### src/rtl/cmd_router_pkg.sv
// cmd_router_pkg: types, defaults and helpers shared by the command router.
//   state_t          - router FSM states (IDLE, WAIT_ACK, RESP)
//   ERR_DATA_DEFAULT - read data returned when a command is unmapped or times out
//   port_index()     - extracts the downstream port index from a byte address
package cmd_router_pkg;

  typedef enum logic [1:0] {
    IDLE     = 2'd0,
    WAIT_ACK = 2'd1,
    RESP     = 2'd2
  } state_t;

  localparam logic [31:0] ERR_DATA_DEFAULT = 32'hBAD0_C0DE;

  // The port index is the top sel_bits bits of an addr_bits-wide address.
  // The address is passed zero-extended to 32 bits so that one function
  // serves every parameterisation.
  function automatic logic [31:0] port_index(input logic [31:0] addr,
                                             input int addr_bits,
                                             input int sel_bits);
    logic [31:0] mask;
    mask = (32'd1 << sel_bits) - 32'd1;
    return (addr >> (addr_bits - sel_bits)) & mask;
  endfunction

endpackage

### src/rtl/sat_cnt8.sv
// sat_cnt8: 8-bit event counter that sticks at 255 instead of wrapping.
//   clk   - clock, rising edge
//   arst  - asynchronous active-high reset, clears the count
//   inc   - count one event this cycle
//   count - current count
module sat_cnt8 (
  input  logic       clk,
  input  logic       arst,
  input  logic       inc,
  output logic [7:0] count
);

  logic [7:0] count_reg;

  always_ff @(posedge clk or posedge arst) begin
    if (arst) begin
      count_reg <= 8'd0;
    end else if (inc && (count_reg != 8'hFF)) begin
      count_reg <= count_reg + 8'd1;
    end
  end

  assign count = count_reg;

endmodule

### src/rtl/cmd_router.sv
// cmd_router: routes one upstream command at a time to one of NUM_SLAVES
// downstream ports, selected by the upper SEL_BITS address bits, and returns
// the slave response (or ERR_DATA on unmapped port / ack timeout).
//   i_sys_clk, i_sys_arst          - clock and asynchronous active-high reset
//   cmd_sel, cmd_rd_wr_n,
//   cmd_byte_addr, cmd_wdata       - upstream command request
//   cmd_ack, cmd_rdata             - upstream one-cycle response (rdata 0 when idle)
//   o_sel                          - one-hot one-cycle select pulse to the slaves
//   o_rd_wr_n, o_byte_addr, o_wdata- latched command, address with port bits pruned
//   i_ack, i_rdata                 - per-port ack and read data
//   o_timeout_cnt, o_unmapped_cnt  - saturating error counters
//   o_busy                         - a command is in progress
module cmd_router
  import cmd_router_pkg::*;
#(
  parameter int                  ADDR_BITS      = 24,
  parameter int                  DATA_BITS      = 32,
  parameter int                  NUM_SLAVES     = 4,
  parameter int                  SEL_BITS       = 4,
  parameter int                  TIMEOUT_CYCLES = 1024,
  parameter logic [DATA_BITS-1:0] ERR_DATA      = DATA_BITS'(ERR_DATA_DEFAULT)
) (
  input  logic                            i_sys_clk,
  input  logic                            i_sys_arst,
  input  logic                            cmd_sel,
  input  logic                            cmd_rd_wr_n,
  input  logic [ADDR_BITS-1:0]            cmd_byte_addr,
  input  logic [DATA_BITS-1:0]            cmd_wdata,
  output logic                            cmd_ack,
  output logic [DATA_BITS-1:0]            cmd_rdata,
  output logic [NUM_SLAVES-1:0]           o_sel,
  output logic                            o_rd_wr_n,
  output logic [ADDR_BITS-SEL_BITS-1:0]   o_byte_addr,
  output logic [DATA_BITS-1:0]            o_wdata,
  input  logic [NUM_SLAVES-1:0]           i_ack,
  input  logic [NUM_SLAVES*DATA_BITS-1:0] i_rdata,
  output logic [7:0]                      o_timeout_cnt,
  output logic [7:0]                      o_unmapped_cnt,
  output logic                            o_busy
);

  localparam int PA_BITS = ADDR_BITS - SEL_BITS;
  localparam int TW      = $clog2(TIMEOUT_CYCLES + 1);
  localparam logic [TW-1:0] TIMER_LAST = TW'(TIMEOUT_CYCLES - 1);

  state_t                  state_reg, state_next;
  logic [TW-1:0]           timer_reg, timer_next;
  logic [NUM_SLAVES-1:0]   mask_reg, mask_next;
  logic [NUM_SLAVES-1:0]   sel_reg, sel_next;
  logic                    rd_wr_n_reg, rd_wr_n_next;
  logic [PA_BITS-1:0]      addr_reg, addr_next;
  logic [DATA_BITS-1:0]    wdata_reg, wdata_next;
  logic [DATA_BITS-1:0]    resp_reg, resp_next;
  logic                    ack_reg, ack_next;
  logic                    timeout_inc, unmapped_inc;

  logic [31:0]             cmd_idx;
  logic                    cmd_mapped;
  logic [NUM_SLAVES-1:0]   idx_onehot;
  logic [DATA_BITS-1:0]    slave_rdata [NUM_SLAVES];
  logic [DATA_BITS-1:0]    sel_rdata;
  logic                    ack_hit;
  logic                    timer_expired;

  assign cmd_idx    = port_index(32'(cmd_byte_addr), ADDR_BITS, SEL_BITS);
  assign cmd_mapped = (cmd_idx < 32'(NUM_SLAVES));

  // Unmapped indices decode to an all-zero mask, so no slave is touched.
  for (genvar gi = 0; gi < NUM_SLAVES; gi++) begin : g_port
    assign idx_onehot[gi]  = (cmd_idx == 32'(gi));
    assign slave_rdata[gi] = i_rdata[gi*DATA_BITS +: DATA_BITS];
  end

  // The latched one-hot mask filters acks from non-selected ports and picks
  // the matching read data slice.
  assign ack_hit = |(mask_reg & i_ack);

  always_comb begin
    sel_rdata = '0;
    for (int i = 0; i < NUM_SLAVES; i++) begin
      if (mask_reg[i]) sel_rdata = sel_rdata | slave_rdata[i];
    end
  end

  // Timer is 0 in the o_sel cycle, so it reaches TIMER_LAST in the
  // TIMEOUT_CYCLES-th cycle of waiting; an ack in that cycle still wins.
  assign timer_expired = (timer_reg == TIMER_LAST);

  always_comb begin
    state_next   = state_reg;
    timer_next   = timer_reg;
    mask_next    = mask_reg;
    sel_next     = '0;
    rd_wr_n_next = rd_wr_n_reg;
    addr_next    = addr_reg;
    wdata_next   = wdata_reg;
    resp_next    = resp_reg;
    ack_next     = 1'b0;
    timeout_inc  = 1'b0;
    unmapped_inc = 1'b0;
    case (state_reg)
      IDLE: begin
        if (cmd_sel) begin
          rd_wr_n_next = cmd_rd_wr_n;
          addr_next    = cmd_byte_addr[PA_BITS-1:0];
          wdata_next   = cmd_wdata;
          mask_next    = idx_onehot;
          timer_next   = '0;
          if (cmd_mapped) begin
            sel_next   = idx_onehot;
            state_next = WAIT_ACK;
          end else begin
            resp_next    = ERR_DATA;
            unmapped_inc = 1'b1;
            state_next   = RESP;
          end
        end
      end
      WAIT_ACK: begin
        if (ack_hit) begin
          resp_next  = sel_rdata;
          ack_next   = 1'b1;
          state_next = RESP;
        end else if (timer_expired) begin
          resp_next   = ERR_DATA;
          ack_next    = 1'b1;
          timeout_inc = 1'b1;
          state_next  = RESP;
        end else begin
          timer_next = timer_reg + 1'b1;
        end
      end
      RESP: begin
        // Mapped paths enter RESP with ack already raised. Unmapped commands
        // arrive without it and spend one extra cycle here raising it, which
        // places their ack two cycles after cmd_sel.
        if (ack_reg) state_next = IDLE;
        else         ack_next   = 1'b1;
      end
      default: state_next = IDLE;
    endcase
  end

  always_ff @(posedge i_sys_clk or posedge i_sys_arst) begin
    if (i_sys_arst) begin
      state_reg   <= IDLE;
      timer_reg   <= '0;
      mask_reg    <= '0;
      sel_reg     <= '0;
      rd_wr_n_reg <= 1'b0;
      addr_reg    <= '0;
      wdata_reg   <= '0;
      resp_reg    <= '0;
      ack_reg     <= 1'b0;
    end else begin
      state_reg   <= state_next;
      timer_reg   <= timer_next;
      mask_reg    <= mask_next;
      sel_reg     <= sel_next;
      rd_wr_n_reg <= rd_wr_n_next;
      addr_reg    <= addr_next;
      wdata_reg   <= wdata_next;
      resp_reg    <= resp_next;
      ack_reg     <= ack_next;
    end
  end

  sat_cnt8 u_timeout_cnt (
    .clk   (i_sys_clk),
    .arst  (i_sys_arst),
    .inc   (timeout_inc),
    .count (o_timeout_cnt)
  );

  sat_cnt8 u_unmapped_cnt (
    .clk   (i_sys_clk),
    .arst  (i_sys_arst),
    .inc   (unmapped_inc),
    .count (o_unmapped_cnt)
  );

  assign cmd_ack     = ack_reg;
  assign cmd_rdata   = ack_reg ? resp_reg : '0;
  assign o_sel       = sel_reg;
  assign o_rd_wr_n   = rd_wr_n_reg;
  assign o_byte_addr = addr_reg;
  assign o_wdata     = wdata_reg;
  assign o_busy      = (state_reg != IDLE);

endmodule

### config.mk
export PLATFORM = sky130hd
export DESIGN_NAME = cmd_router
export DESIGN_NICKNAME = d
export VERILOG_FILES = /design/src/rtl/cmd_router_pkg.sv /design/src/rtl/sat_cnt8.sv /design/src/rtl/cmd_router.sv
export SDC_FILE = /design/constraint.sdc
export NUM_CORES = 1
export LEC_CHECK = 0
export BUFFER_PORTS_ARGS = -buffer_cell sky130_fd_sc_hd__buf_2
export CAP_MARGIN = 20
export CORE_MARGIN = 2
export CORE_UTILIZATION = 46
export DETAILED_ROUTE_END_ITERATION = 10
export PLACE_DENSITY = 0.92
export SLEW_MARGIN = 20
export SYNTH_ARGS = -nofsm -noshare
export SYNTH_HDL_FRONTEND = slang
export SYNTH_SLANG_ARGS = --single-unit
export TNS_END_PERCENT = 1
### constraint.sdc
create_clock -name i_sys_clk -period 4.6 [get_ports i_sys_clk]
set_input_delay 0.23 -clock i_sys_clk [delete_from_list [all_inputs] [get_ports i_sys_clk]]
set_output_delay 0.23 -clock i_sys_clk [all_outputs]
set_load 0.02 [all_outputs]
# Yosys cells after proc, flatten, opt, wreduce, memory -nomap -nowiden
# Index checks and enable logic that the tools add are counted.
# Widths: inputs -> output; s select.
# totals
reg_bits,123
in_bits,192
output_inout_bits,107
wordCells,76
# op_classes
add_sub_neg,3
order_cmp,1
eq_ne,14
muxes,32
bitwise,4
n_reduce_logical,11
# op_table
op,n
$mux 32,9
$or 32x32->32,3
$pmux 32 s2,1
$mux 11,3
$logic_not 32->1,1
$pmux 11 s2,1
$add 8x1->8 const B,2
$ne 8x8->1 const B,2
$mux 4,3
$add 11x1->11 const B,1
$eq 11x10->1 const B,1
$mux 2,5
$ne 2x2->1 const B,5
$eq 4x2->1 const B,2
$mux 1,8
$reduce_and 4->1,2
$pmux 2 s3,1
$and 4x4->4,1
$eq 4x1->1 const B,1
$lt 4x3->1 const B,1
$reduce_bool 2->1,2
$reduce_or 4->1,1
$ne 3x3->1 const B,1
$reduce_and 3->1,1
other kinds (6),7

# Logic depth before layout (Yosys ltp)
# Gate-level depths: netlist (run 1).
# logic_depth
depth_word,9
ltp_mapped,9
mapped_depth_nobuf,7

# Cells and area by module
# From an unflattened synthesis (run 1), not the netlist that was laid out.
# unflattened
hier_cells,530
hier_area_um2,6025.8
# modules_own_cells
module,instances,cells_each,area_each_um2,seq_area_each_um2
cmd_router,1,454,5187.5,2677.6
sat_cnt8,2,38,419.2,200.2

# Worst setup path after synthesis (run 1)
# Ideal clock, no wire load.
# synth_path
path_type,flip-flop to flip-flop
startpoint,register state_reg[0]
endpoint,register timer_reg[9]
setup_ps,137
arrival_time_ps,1648
required_time_ps,4463
setup_slack_ps,2815
stages_incl_launch_ff,9
n_path_buf,1
path_cell_list,dfrtp_1 > inv_1 > ha_1 > buf_2 > mux2_2 > nand4_1 > nor4_1 > xnor2_1 > nor2_1
# synth_via
elab_chain_cells,3
# synth_lines
item,line_no,text
from (decl),cmd_router.sv:46,"state_t state_reg, state_next;"
from (signal assigned),cmd_router.sv:156,state_reg <= state_next;
$eq 2x1->1 or $logic_not 2->1 (tied branches),cmd_router.sv:101,case (state_reg)
$ne 2x2->1 (no source line) or $reduce_bool 2->1 (tied branches),--,
$reduce_and 4->1 (no source line),--,
to (signal assigned),cmd_router.sv:157,timer_reg <= timer_next;
to (decl),cmd_router.sv:47,"logic [TW-1:0] timer_reg, timer_next;"
# Several ways; a longest one is shown, not always the timed one.
# A chain may end at the register's enable or synchronous reset.

# Worst setup path after layout (run 1)
# layout_path
startpoint,register state_reg[0]
endpoint,register resp_reg[7]
# layout_via
elab_chain_cells,3
# layout_lines
item,line_no,text
$eq 2x1->1 or $logic_not 2->1 (tied branches),cmd_router.sv:101,
$ne 3x3->1 (no source line) (tied with other cells),--,
$reduce_and 4->1 (no source line),--,
to (signal assigned),cmd_router.sv:163,resp_reg <= resp_next;
to (decl),cmd_router.sv:53,"logic [DATA_BITS-1:0] resp_reg, resp_next;"
# Several ways; a longest one is shown, not always the timed one.

==> results by group, run 1 <==
Flow run
  • Max-capacitance violation count: 0

Clock tree
  • Hold Buf Count CTS: 0
  • CTS Buf Count: 17
  • Num Clock Sinks: 123
  • Setup Fix Bufs, Post-CTS: 0
  • Clk Latency, worst-skew pair: 0.41 ns
  • Clock slew at reported path FFs: 0.05 ns
  • # resized after CTS: 0
  • H-tree Lvls: 4
  • Clk root buf: clkbuf_16
  • Clock Path Buffers: 2
  • CTS tree: done

Floorplanning
  • Row count: 40
  • Initial Utilization: 0.476
  • Die height: 116 um
  • Die footprint: 13500 um^2
  • Die Span X: 116 um
  • Core ar.: 12200 um^2
  • Num ports: 299

Timing
  • Unrepaired setup endpoints after global routing: no
  • Final setup fails: 0
  • Clk_skew: 0.00685 ns
  • Crit path time final: 2.43 ns
  • Period utilization: 0.529
  • Slew margin rel.: 0.295
  • Max Clk Rate: 411 MHz
  • Slew Viols, Final: 0
  • Worst Tran Pin Value: 1.06 ns
  • Sum of negative setup slack: 0 ns
  • Final hold violations: 0

Route
  • Final ANT Viol Nets: 0
  • Drt wl/cell: 18.0 um
  • DR iter-0 viols: 337
  • Drt drc: 0
  • Vias: 5289
  • Drt via density: 5.44
  • DR pass1 iterations: 7
  • Routed WL: 17.5 mm

Yosys
  • Yosys warnings: 0
  • Syn_nets: 698
  • Prevailing post-synth register cell: dfrtp_1
  • Yosys reg bits: 123
  • Post-Syn Instances: 500
  • Yosys cell types: 46
  • Post-synth EDFFs: 0
  • Post-synthesis sequential area ratio: 0.532
  • Mapped Area: 5790 um^2
  • Avg Inst Size Synth: 11.6 um^2
  • Ys async rst share: 1.00

Global routing
  • Met1 Resource Use GR: 0.300
  • GRT busiest layer: met2
  • Largest net degree at the start of global routing: 75
  • Global-route wire length before repair: 26.3 mm
  • Gr ovfl total: 0
  • Gr usage total: 0.258
  • GRT met2 Usage: 0.440
  • Initial antenna violation count: 0
  • GR Util met3: 0.0820
  • Vias in the first global route: 5328

Placement
  • Port Buffer Count: 298
  • Placed cells: 940
  • GPL Wtd Cong: 0.892
  • Final HPWL from detailed placement: 13.0 mm

Critical path
  • Worst path top cell family by delay: compound AO/OA/AOI/OAI gates
  • Crit path max fanout: 32
  • Startpoint Class: flip-flop
  • Critical Path RT: 4.89 ns
  • Critical Path AT: 2.72 ns
  • Crit end category: flip-flop
  • Critical-path top delay cell: nand2_1
  • WP buf/inv: 1
  • Cell Chain, Critical Path: inv_1 > ha_1 > o211ai_1 > o21ai_0 > nand2_1 > o22a_1
  • Critical path class: flip-flop to flip-flop
  • Worst path max stage delay: 0.71 ns

Finish
  • Layout Cells excl Fill: 972
  • Diode count: 0
  • Area of the multi-input gates: 2560 um^2
  • Area grow syn2layout: 38.8%
  • Layout net count: 989
  • Layout fillers: 970
  • FF/Latch Area: 3080 um^2
  • Layout cell share with drive strength beyond 1: 0.500

Hold path
  • HP Class: primary input to asynchronous set/reset pin

Pwr
  • Leak: 4.03 nW
  • Power density cells: 589 nW/um^2
  • VDD IR-drop max: 452 uV

Run status
  • Status: finished, final reports clean
==> synthesized netlist by cell type (2+ instances only) <==
| cell | n | share of area |
|---|---|---|
| o22a_1 | 16 | 0.024 |
| a21o_1 | 4 | 0.0052 |
| nor4_1 | 5 | 0.0054 |
| xnor2_1 | 15 | 0.023 |
| inv_1 | 6 | 0.0039 |
| a22oi_2 | 2 | 0.0043 |
| nor3_1 | 4 | 0.0035 |
| a22o_1 | 16 | 0.024 |
| buf_1 | 6 | 0.0039 |
| o21ai_0 | 17 | 0.015 |
| mux2_2 | 56 | 0.11 |
| nand2b_1 | 2 | 0.0022 |
| a21oi_1 | 4 | 0.0035 |
| a221oi_1 | 16 | 0.024 |
| clkbuf_1 | 22 | 0.014 |
| o211ai_1 | 2 | 0.0026 |
| and4_1 | 3 | 0.0045 |
| a22oi_1 | 32 | 0.042 |
| nand2_1 | 47 | 0.030 |
| and3_1 | 3 | 0.0032 |
| xor2_1 | 5 | 0.0076 |
| nand3_1 | 6 | 0.0052 |
| buf_2 | 3 | 0.0026 |
| nand4_1 | 9 | 0.0097 |
| ha_1 | 6 | 0.013 |
| and4_4 | 2 | 0.0039 |
| nor4b_1 | 3 | 0.0045 |
| a21boi_0 | 2 | 0.0026 |
| nor2b_1 | 2 | 0.0022 |
| dfrtp_1 | 123 | 0.53 |
| and2_1 | 33 | 0.036 |
| nor2_1 | 14 | 0.0091 |
==> routing by layer <==
layer,up-vias,share of wire,routed length [um]
met1,2555,0.39,6880
met4,0,0.030,531
met2,272,0.49,8670
met5,-,0,0
li1,2429,-,-
met3,33,0.083,1450
==> cells by family (layout without fill, tap and decap cells) <==
logic type	after synthesis	in the layout	synth area share
AND/OR/NAND/NOR	137	137	0.130
XOR/XNOR	20	20	0.0303
adder cells (fa/ha/maj)	6	6	0.0130
flip-flops	123	123	0.532
multiplexers	56	56	0.109
AO/OA/AOI/OAI	120	120	0.160
buffers and inverters	38	342	0.0259
==> cell usage in the layout (no fill, tap or decap), types with 2 or more instances in the layout <==
cell       instances
buf_4              6
nor2_1            14
nand4_1            9
a22o_1            16
dfrtp_1          123
xor2_1             5
bufinv_16          4
o21ai_0           17
a221oi_1          16
a21boi_0           2
o211ai_1           2
a21o_1             4
nor4b_1            3
and4_1             3
o22a_1            16
nand3_1            6
a21oi_1            4
ha_1               6
mux2_2            56
nor3_1             4
buf_2            298
clkbuf_16         17
and4_4             2
and2_1            33
xnor2_1           15
nor4_1             5
nand2_1           46
clkbuf_1           3
nand2b_1           2
a22oi_2            2
clkinv_4           3
clkinv_2           3
and3_1             3
inv_1              5
a22oi_1           32
==> path summary, 6_finish.rpt <==
kind                       cells past startpoint      endpoint  slack, ns               from
setup / recovery                               6   resp_reg[7]       2.17       state_reg[0]
hold / removal                                 2   o_wdata[11]       0.02         i_sys_arst
setup reg to reg                               6   resp_reg[7]       2.17       state_reg[0]
hold reg to reg                                2   resp_reg[9]       0.47        resp_reg[9]
max in group asynchronous                      3  resp_reg[30]       3.37         i_sys_arst
min in group i_sys_clk                         2      o_sel[2]       0.03  cmd_byte_addr[20]
==> per-stage QoR <==
stage	total power [mW]	worst slack [ns]	util	hold WS [ns]	area, um^2
2_1_floorplan	2.71	1.10	-	0.308	5790
3_3_place_gp	3.28	2.21	0.609	0.435	7410
3_5_place_dp	3.35	2.09	0.609	0.444	7410
4_1_cts	4.77	2.08	0.660	0.00812	8030
5_1_grt	4.97	1.96	0.660	0.0116	8030
6_report	4.73	2.17	0.660	0.0239	8030
==> layout make-up <==
type                       instances  area share
sequential                       123       0.383
multi-input combinational        339       0.319
timing repair buffer             304       0.191
clock buffer                      21      0.0561
tap                              168      0.0262
clock inverter                    11      0.0210
inverter                           6     0.00312
==> worst reg2reg max path: stages, from the launching register on <==
cell and delay [ns]:
dfrtp_1 0.39, inv_1 0.09, ha_1 0.31, o211ai_1 0.19, o21ai_0 0.20, nand2_1 0.71, o22a_1 0.42
==> report_power, final <==
group          internal [mW]  switching (mW)  total (mW)
Sequential              1.38           0.196        1.58
Clock                  0.920           0.467        1.39
Combinational          0.711            1.06        1.77
Total                   3.01            1.72        4.73
No activity file was read; power rests on OpenSTA's default activity.
==> run 2: changes to the inputs <==
--- a/config.mk
+++ b/config.mk
@@ -8,9 +8,9 @@
 export BUFFER_PORTS_ARGS = -buffer_cell sky130_fd_sc_hd__buf_2
 export CAP_MARGIN = 20
 export CORE_MARGIN = 2
-export CORE_UTILIZATION = 46
+export CORE_UTILIZATION = 41
 export DETAILED_ROUTE_END_ITERATION = 10
-export PLACE_DENSITY = 0.92
+export PLACE_DENSITY = 0.87
 export SLEW_MARGIN = 20
 export SYNTH_ARGS = -nofsm -noshare
 export SYNTH_HDL_FRONTEND = slang
==> constraint.sdc (replaced) <==
create_clock -name i_sys_clk -period 2.03 [get_ports i_sys_clk]
set_input_delay 0.1015 -clock i_sys_clk [delete_from_list [all_inputs] [get_ports i_sys_clk]]
set_output_delay 0.1015 -clock i_sys_clk [all_outputs]
set_load 0.02 [all_outputs]
==> run 2 against run 1 <==
  * Worst setup slack lost 2.1 ns
  * Non-clock buffer count grew 77
  * Wire length grew 6.3%
  * Sequential share of layout area shrank 3.5 points
  * Highest routed layer unchanged
==> results by group, run 2 (synthesis gave the netlist of run 1 again) <==
Pwr
  • VDD IR-drop max: 962 uV (was 452 uV)
  • Leak: 4.35 nW (was 4.03 nW)
  • Pwr Total: 10.9 mW (was 4.73 mW)
  • Power density cells: 1230 nW/um^2 (was 589 nW/um^2)

Clock tree
  • H-tree Lvls: 4 (unchanged)
  • CTS tree: done (unchanged)
  • Clock Path Buffers: 2 (unchanged)
  • Clk Latency, worst-skew pair: 0.41 ns (about the same)
  • Num Clock Sinks: 123 (unchanged)
  • CTS Buf Count: 17 (unchanged)
  • Setup Fix Bufs, Post-CTS: 0 (unchanged)
  • Clock slew at reported path FFs: 0.06 ns (was 0.05 ns)
  • Clk root buf: clkbuf_16 (unchanged)

Route
  • DR iter-0 viols: 299 (was 337)
  • Vias: 5555 (was 5289)
  • Routed WL: 18.6 mm (was 17.5 mm)
  • Final ANT Viol Nets: 0 (unchanged)
  • DR pass1 iterations: 5 (was 7)
  • Drt drc: 0 (unchanged)
  • Drt wl/cell: 17.6 um (was 18.0 um)
  • Drt via density: 5.24 (was 5.44)

Global routing
  • Initial antenna violation count: 0 (unchanged)
  • Vias in the first global route: 5450 (was 5328)
  • Global-route wire length before repair: 28.1 mm (was 26.3 mm)
  • Largest net degree at the start of global routing: 62 (was 75)
  • Gr usage total: 0.243 (was 0.258)
  • Gr ovfl total: 0 (unchanged)

Placement
  • Final HPWL from detailed placement: 12.7 mm (was 13.0 mm)
  • Port Buffer Count: 298 (unchanged)
  • Placed cells: 962 (was 940)
  • GPL Wtd Cong: 0.848 (was 0.892)
  • Post-Place Cell Area: 7550 um^2 (was 7410 um^2)

Timing
  • Sum of negative setup slack: 0 ns (unchanged)
  • Slew margin rel.: 0.499 (was 0.295)
  • Period utilization: 0.960 (was 0.529)
  • Final hold violations: 0 (unchanged)
  • Clk_skew: 0.00649 ns (was 0.00685 ns)
  • Slew Viols, Final: 0 (unchanged)
  • Final setup fails: 0 (unchanged)
  • Crit path time final: 1.95 ns (was 2.43 ns)
  • Max Clk Rate: 513 MHz (was 411 MHz)
  • Worst Tran Pin Value: 0.752 ns (was 1.06 ns)
  • Unrepaired setup endpoints after global routing: yes (was no)

Finish
  • Post-layout util: 0.639 (was 0.660)
  • Layout Cells excl Fill: 1060 (was 972)
  • Most common cell after layout, fill and taps aside: buf_2 (unchanged)
  • Final instance area: 8830 um^2 (was 8030 um^2)
  • Layout cell share with drive strength beyond 1: 0.473 (was 0.500)
  • Leading cell types in the layout, fill and taps excluded: 298 x buf_2, 123 x dfrtp_1, 67 x dlygate4sd3_1 (was 298 x buf_2, 123 x dfrtp_1, 56 x mux2_2)
  • Area grow syn2layout: 52.6% (was 38.8%)
  • Layout fillers: 1034 (was 970)
  • Diode count: 0 (unchanged)
  • Layout net count: 1066 (was 989)

Run status
  • Status: finished, final reports clean (unchanged)

Floorplanning
  • Die Span X: 123 um (was 116 um)
  • Num ports: 299 (unchanged)
  • Row count: 43 (was 40)
  • Die height: 123 um (was 116 um)
  • Core ar.: 13800 um^2 (was 12200 um^2)
  • Initial Utilization: 0.419 (was 0.476)
  • Die footprint: 15100 um^2 (was 13500 um^2)

Critical path
  • Critical path class: flip-flop to flip-flop (unchanged)
  • Crit end category: flip-flop (unchanged)
  • Crit path max fanout: 8 (was 32)
  • Critical Path AT: 2.25 ns (was 2.72 ns)
  • Critical Path RT: 2.33 ns (was 4.89 ns)
  • Startpoint Class: flip-flop (unchanged)

Flow run
  • Max-capacitance violation count: 0 (unchanged)

Hold path
  • HP Class: primary input to flip-flop (was primary input to asynchronous set/reset pin)
-- run 2: worst paths after layout --
path                         startpoint                      to  slack [ns]  cells after the start
max                        timer_reg[0]  u_timeout_cnt.count[1]        0.08                      5
min                         i_rdata[69]             resp_reg[5]        0.01                      3
max reg2reg                timer_reg[0]  u_timeout_cnt.count[1]        0.08                      5
min reg2reg                resp_reg[30]            resp_reg[30]        0.47                      2
max in group asynchronous    i_sys_arst            resp_reg[11]        1.18                      4
min in group asynchronous    i_sys_arst             o_wdata[24]        0.23                      3
-- run 2: worst max-delay path: stages, from the launching register on --
cell and delay, ns:
dfrtp_1 0.38, ha_1 0.19, nor2b_1 0.19, and4_4 0.29, nor3b_4 0.40, mux2_2 0.38
-- run 2: layout make-up --
class                      count  area, um^2  area share
multi-input combinational    339        2580       0.292
clock buffer                  19         453      0.0513
timing repair buffer         381        2330       0.264
sequential                   123        3080       0.349
inverter                       6        26.3     0.00298
clock inverter                12         138      0.0156
tap                          180         225      0.0255
-- run 2: where the power goes --
group	internal [mW]	total (mW)	switching, mW
combinational	1.80	4.30	2.50
sequential	3.13	3.57	0.442
clock	1.88	3.00	1.12
-- run 2: per-stage QoR --
stage                     setup WS (ns)  hold slack (ns)
after global placement            0.186           0.0941
after CTS                        0.0624          0.00271
final                            0.0816           0.0148
after detailed placement         0.0806           0.0944
after floorplan                   0.245            0.179
after global routing            -0.0521           0.0119
-- run 2: metal layers --
| metal | routed length [um] | GRT usage |
|---|---|---|
| met5 | 0 | 0 |
| met4 | 337 | 0.0812 |
| met3 | 1340 | 0.0641 |
| met2 | 9300 | 0.407 |
| met1 | 7660 | 0.305 |
-- run 2: what timing repair did --
action / 4_1_cts / 5_1_grt
endpoints found under the hold margin: 104 / 0
resized for setup: 0 / 3
endpoints found under the setup margin: 0 / 9
hold buffers: 67 / 0
==> run 3: changes to the inputs <==
--- a/config.mk
+++ b/config.mk
@@ -7,7 +7,7 @@
 export LEC_CHECK = 0
 export BUFFER_PORTS_ARGS = -buffer_cell sky130_fd_sc_hd__buf_2
 export CAP_MARGIN = 20
-export CORE_MARGIN = 2
+export CORE_MARGIN = 4
 export CORE_UTILIZATION = 41
 export DETAILED_ROUTE_END_ITERATION = 10
 export PLACE_DENSITY = 0.87
==> run 3 against run 2 <==
  * Worst setup slack improved by 0.050 ns
  * Clock skew decreased by 0.0010 ns
  * Global-route usage decreased by 1.0 points
  * Utilization decreased by 0.29 points
  * Sequential share of layout area increased by 0.16 points
  * Fmax increased by 2.6%
  * Non-clock buffer count unchanged
  * Critical path depth unchanged
  * Highest routed layer unchanged
  * Worst hold slack improved by 0.00053 ns
  * Die area increased by 6.6%
  * Clock power decreased by 5%
  * Design area decreased by 0.45%
==> results by group, run 3 (synthesis gave the netlist of run 1 again) <==
Critical path
  • Critical Path AT: 2.19 ns (was 2.25 ns)
  • Crit end category: flip-flop (unchanged)
  • Startpoint Class: flip-flop (unchanged)
  • Critical-path top delay cell: dfrtp_1 (was nor3b_4)
  • Worst path top cell family by delay: simple AND/OR/NAND/NOR gates (unchanged)
  • Cell Chain, Critical Path: ha_1 > nor2b_2 > and4_4 > nor3b_4 > mux2_2 (was ha_1 > nor2b_1 > and4_4 > nor3b_4 > mux2_2)
  • Critical Path RT: 2.32 ns (was 2.33 ns)
  • Crit path max fanout: 8 (unchanged)
  • WP buf/inv: 0 (unchanged)
  • Critical path class: flip-flop to flip-flop (unchanged)
  • Worst path max stage delay: 0.39 ns (was 0.40 ns)

Route
  • Routed WL: 18.9 mm (was 18.6 mm)
  • Drt via density: 5.24 (about the same)
  • Drt wl/cell: 17.8 um (was 17.6 um)
  • Drt drc: 0 (unchanged)
  • Final ANT Viol Nets: 0 (unchanged)
  • DR iter-0 viols: 409 (was 299)
  • DR pass1 iterations: 5 (unchanged)
  • Vias: 5559 (was 5555)

Timing
  • Final Worst Setup Slack: 0.131 ns (was 0.0816 ns)
  • Clk_skew: 0.00548 ns (was 0.00649 ns)
  • Crit path time final: 1.90 ns (was 1.95 ns)
  • Worst Tran Pin Value: 0.682 ns (was 0.752 ns)
  • Slew Viols, Final: 0 (unchanged)
  • Final setup fails: 0 (unchanged)
  • Max Clk Rate: 527 MHz (was 513 MHz)
  • Period utilization: 0.935 (was 0.960)
  • Final hold violations: 0 (unchanged)
  • Slew margin rel.: 0.545 (was 0.499)
  • Sum of negative setup slack: 0 ns (unchanged)
  • Unrepaired setup endpoints after global routing: no (was yes)

Finish
  • Diode count: 0 (unchanged)
  • Leading cell types in the layout, fill and taps excluded: 298 x buf_2, 123 x dfrtp_1, 69 x dlygate4sd3_1 (was 298 x buf_2, 123 x dfrtp_1, 67 x dlygate4sd3_1)
  • Final instance area: 8790 um^2 (was 8830 um^2)
  • Most common cell after layout, fill and taps aside: buf_2 (unchanged)
  • Layout net count: 1066 (unchanged)
  • Area grow syn2layout: 51.9% (was 52.6%)
  • Layout Cells excl Fill: 1061 (was 1060)
  • Post-layout util: 0.636 (was 0.639)
  • Layout fillers: 1064 (was 1034)
  • Layout cell share with drive strength beyond 1: 0.469 (was 0.473)

Pwr
  • Clock Power Share: 0.266 (was 0.276)
  • Switching share of power: 0.374 (about the same)
  • Psw: 4.01 mW (was 4.06 mW)
  • VDD IR-drop max: 1020 uV (was 962 uV)
  • Logic gate share of total power: 0.404 (was 0.396)
  • Power density cells: 1220 nW/um^2 (was 1230 nW/um^2)
  • Leak: 4.33 nW (was 4.35 nW)
  • Sequential share of power: 0.330 (was 0.328)
  • Cell-internal power: 6.72 mW (was 6.81 mW)

Floorplanning
  • Die height: 127 um (was 123 um)
  • Row count: 43 (unchanged)
  • Die footprint: 16100 um^2 (was 15100 um^2)
  • Core ar.: 13800 um^2 (unchanged)
  • Num ports: 299 (unchanged)
  • Initial Utilization: 0.419 (unchanged)
  • Die Span X: 127 um (was 123 um)

Clock tree
  • CTS Buf Count: 17 (unchanged)
  • Clk root buf: clkbuf_16 (unchanged)
  • H-tree Lvls: 4 (unchanged)
  • Clock slew at reported path FFs: 0.06 ns (about the same)
  • CTS tree: done (unchanged)
  • Num Clock Sinks: 123 (unchanged)
  • Clk Latency, worst-skew pair: 0.41 ns (about the same)
  • Clock Path Buffers: 2 (unchanged)

Placement
  • GPL Wtd Cong: 0.853 (was 0.848)
  • Final HPWL from detailed placement: 12.9 mm (was 12.7 mm)
  • Placed cells: 960 (was 962)
  • Post-Place Cell Area: 7510 um^2 (was 7550 um^2)
  • Port Buffer Count: 298 (unchanged)
  • DP Worst Slack: 0.109 ns (was 0.0806 ns)

Global routing
  • Gr ovfl total: 0 (unchanged)
  • Gr usage total: 0.233 (was 0.243)
  • Global-route wire length before repair: 29.9 mm (was 28.1 mm)
  • Initial antenna violation count: 0 (unchanged)
  • Vias in the first global route: 5887 (was 5450)
  • Largest net degree at the start of global routing: 124 (was 62)

Run status
  • Status: finished, final reports clean (unchanged)

Hold path
  • HP Class: primary input to flip-flop (unchanged)

Flow run
  • Max-capacitance violation count: 0 (unchanged)
==> run 3: cell count changes in the layout (fill, tap and decap cells not counted), moves of 2 or more <==
cell | before | now
clkinv_2 | 1 | 5
buf_4 | 12 | 10
buf_12 | 4 | 2
dlygate4sd3_1 | 67 | 69
buf_6 | 0 | 2
inv_6 | 4 | 1
==> run 3: repair_timing <==
item	CTS	global route
resized for setup	0	6
setup buffers	0	0
setup endpoints to repair	0	8
hold endpoints to repair	189	0
hold buffers	69	0
==> run 3: worst min-delay path, cell delays in order <==
cell and delay (ns):
buf_2 0.07, a221oi_1 0.06, o21ai_0 0.14
==> run 3: routing by layer <==
metal  wire, um  track usage
met2       9230        0.382
met5          0            0
met3       1690       0.0674
met1       7450        0.289
met4        484       0.0965
==> run 3: power groups by stage <==
stage	Sequential, mW	Clock, mW	Combinational, mW
finish	3.54	2.86	4.33
floorplan	4.25	0	1.90
CTS	3.51	2.90	4.28
global placement	3.49	0	4.04
detailed placement	3.54	0	4.13
global route	3.61	3.03	4.63
==> run 3: area by class of cell <==
class / instances / area (um^2) / area share
flip-flops and latches: 123 / 3080 / 0.350
multi-input cells: 339 / 2580 / 0.293
repair buffers: 381 / 2320 / 0.264
clock buffers: 21 / 470 / 0.0535
well taps: 180 / 225 / 0.0256
clock inverters: 11 / 93.8 / 0.0107
inverters: 6 / 26.3 / 0.00299
==> run 3: per-stage QoR <==
stage,hold WS [ns],total power [mW]
4_1_cts,0.00234,10.7
3_5_place_dp,0.335,7.67
3_3_place_gp,0.329,7.53
5_1_grt,0.0358,11.3
2_1_floorplan,0.179,6.15
6_report,0.0153,10.7
==> run 3: worst paths after layout <==
path | startpoint | endpoint | slack, ns | depth (start not counted)
worst max-delay path | timer_reg[0] | u_timeout_cnt.count[1] | 0.13 | 5
worst min-delay path | i_rdata[106] | resp_reg[10] | 0.02 | 3
worst max register to register | timer_reg[0] | u_timeout_cnt.count[1] | 0.13 | 5
worst min register to register | resp_reg[18] | resp_reg[18] | 0.48 | 2
max in group asynchronous | i_sys_arst | o_byte_addr[8] | 1.08 | 4
min in group asynchronous | i_sys_arst | o_byte_addr[4] | 0.39 | 4
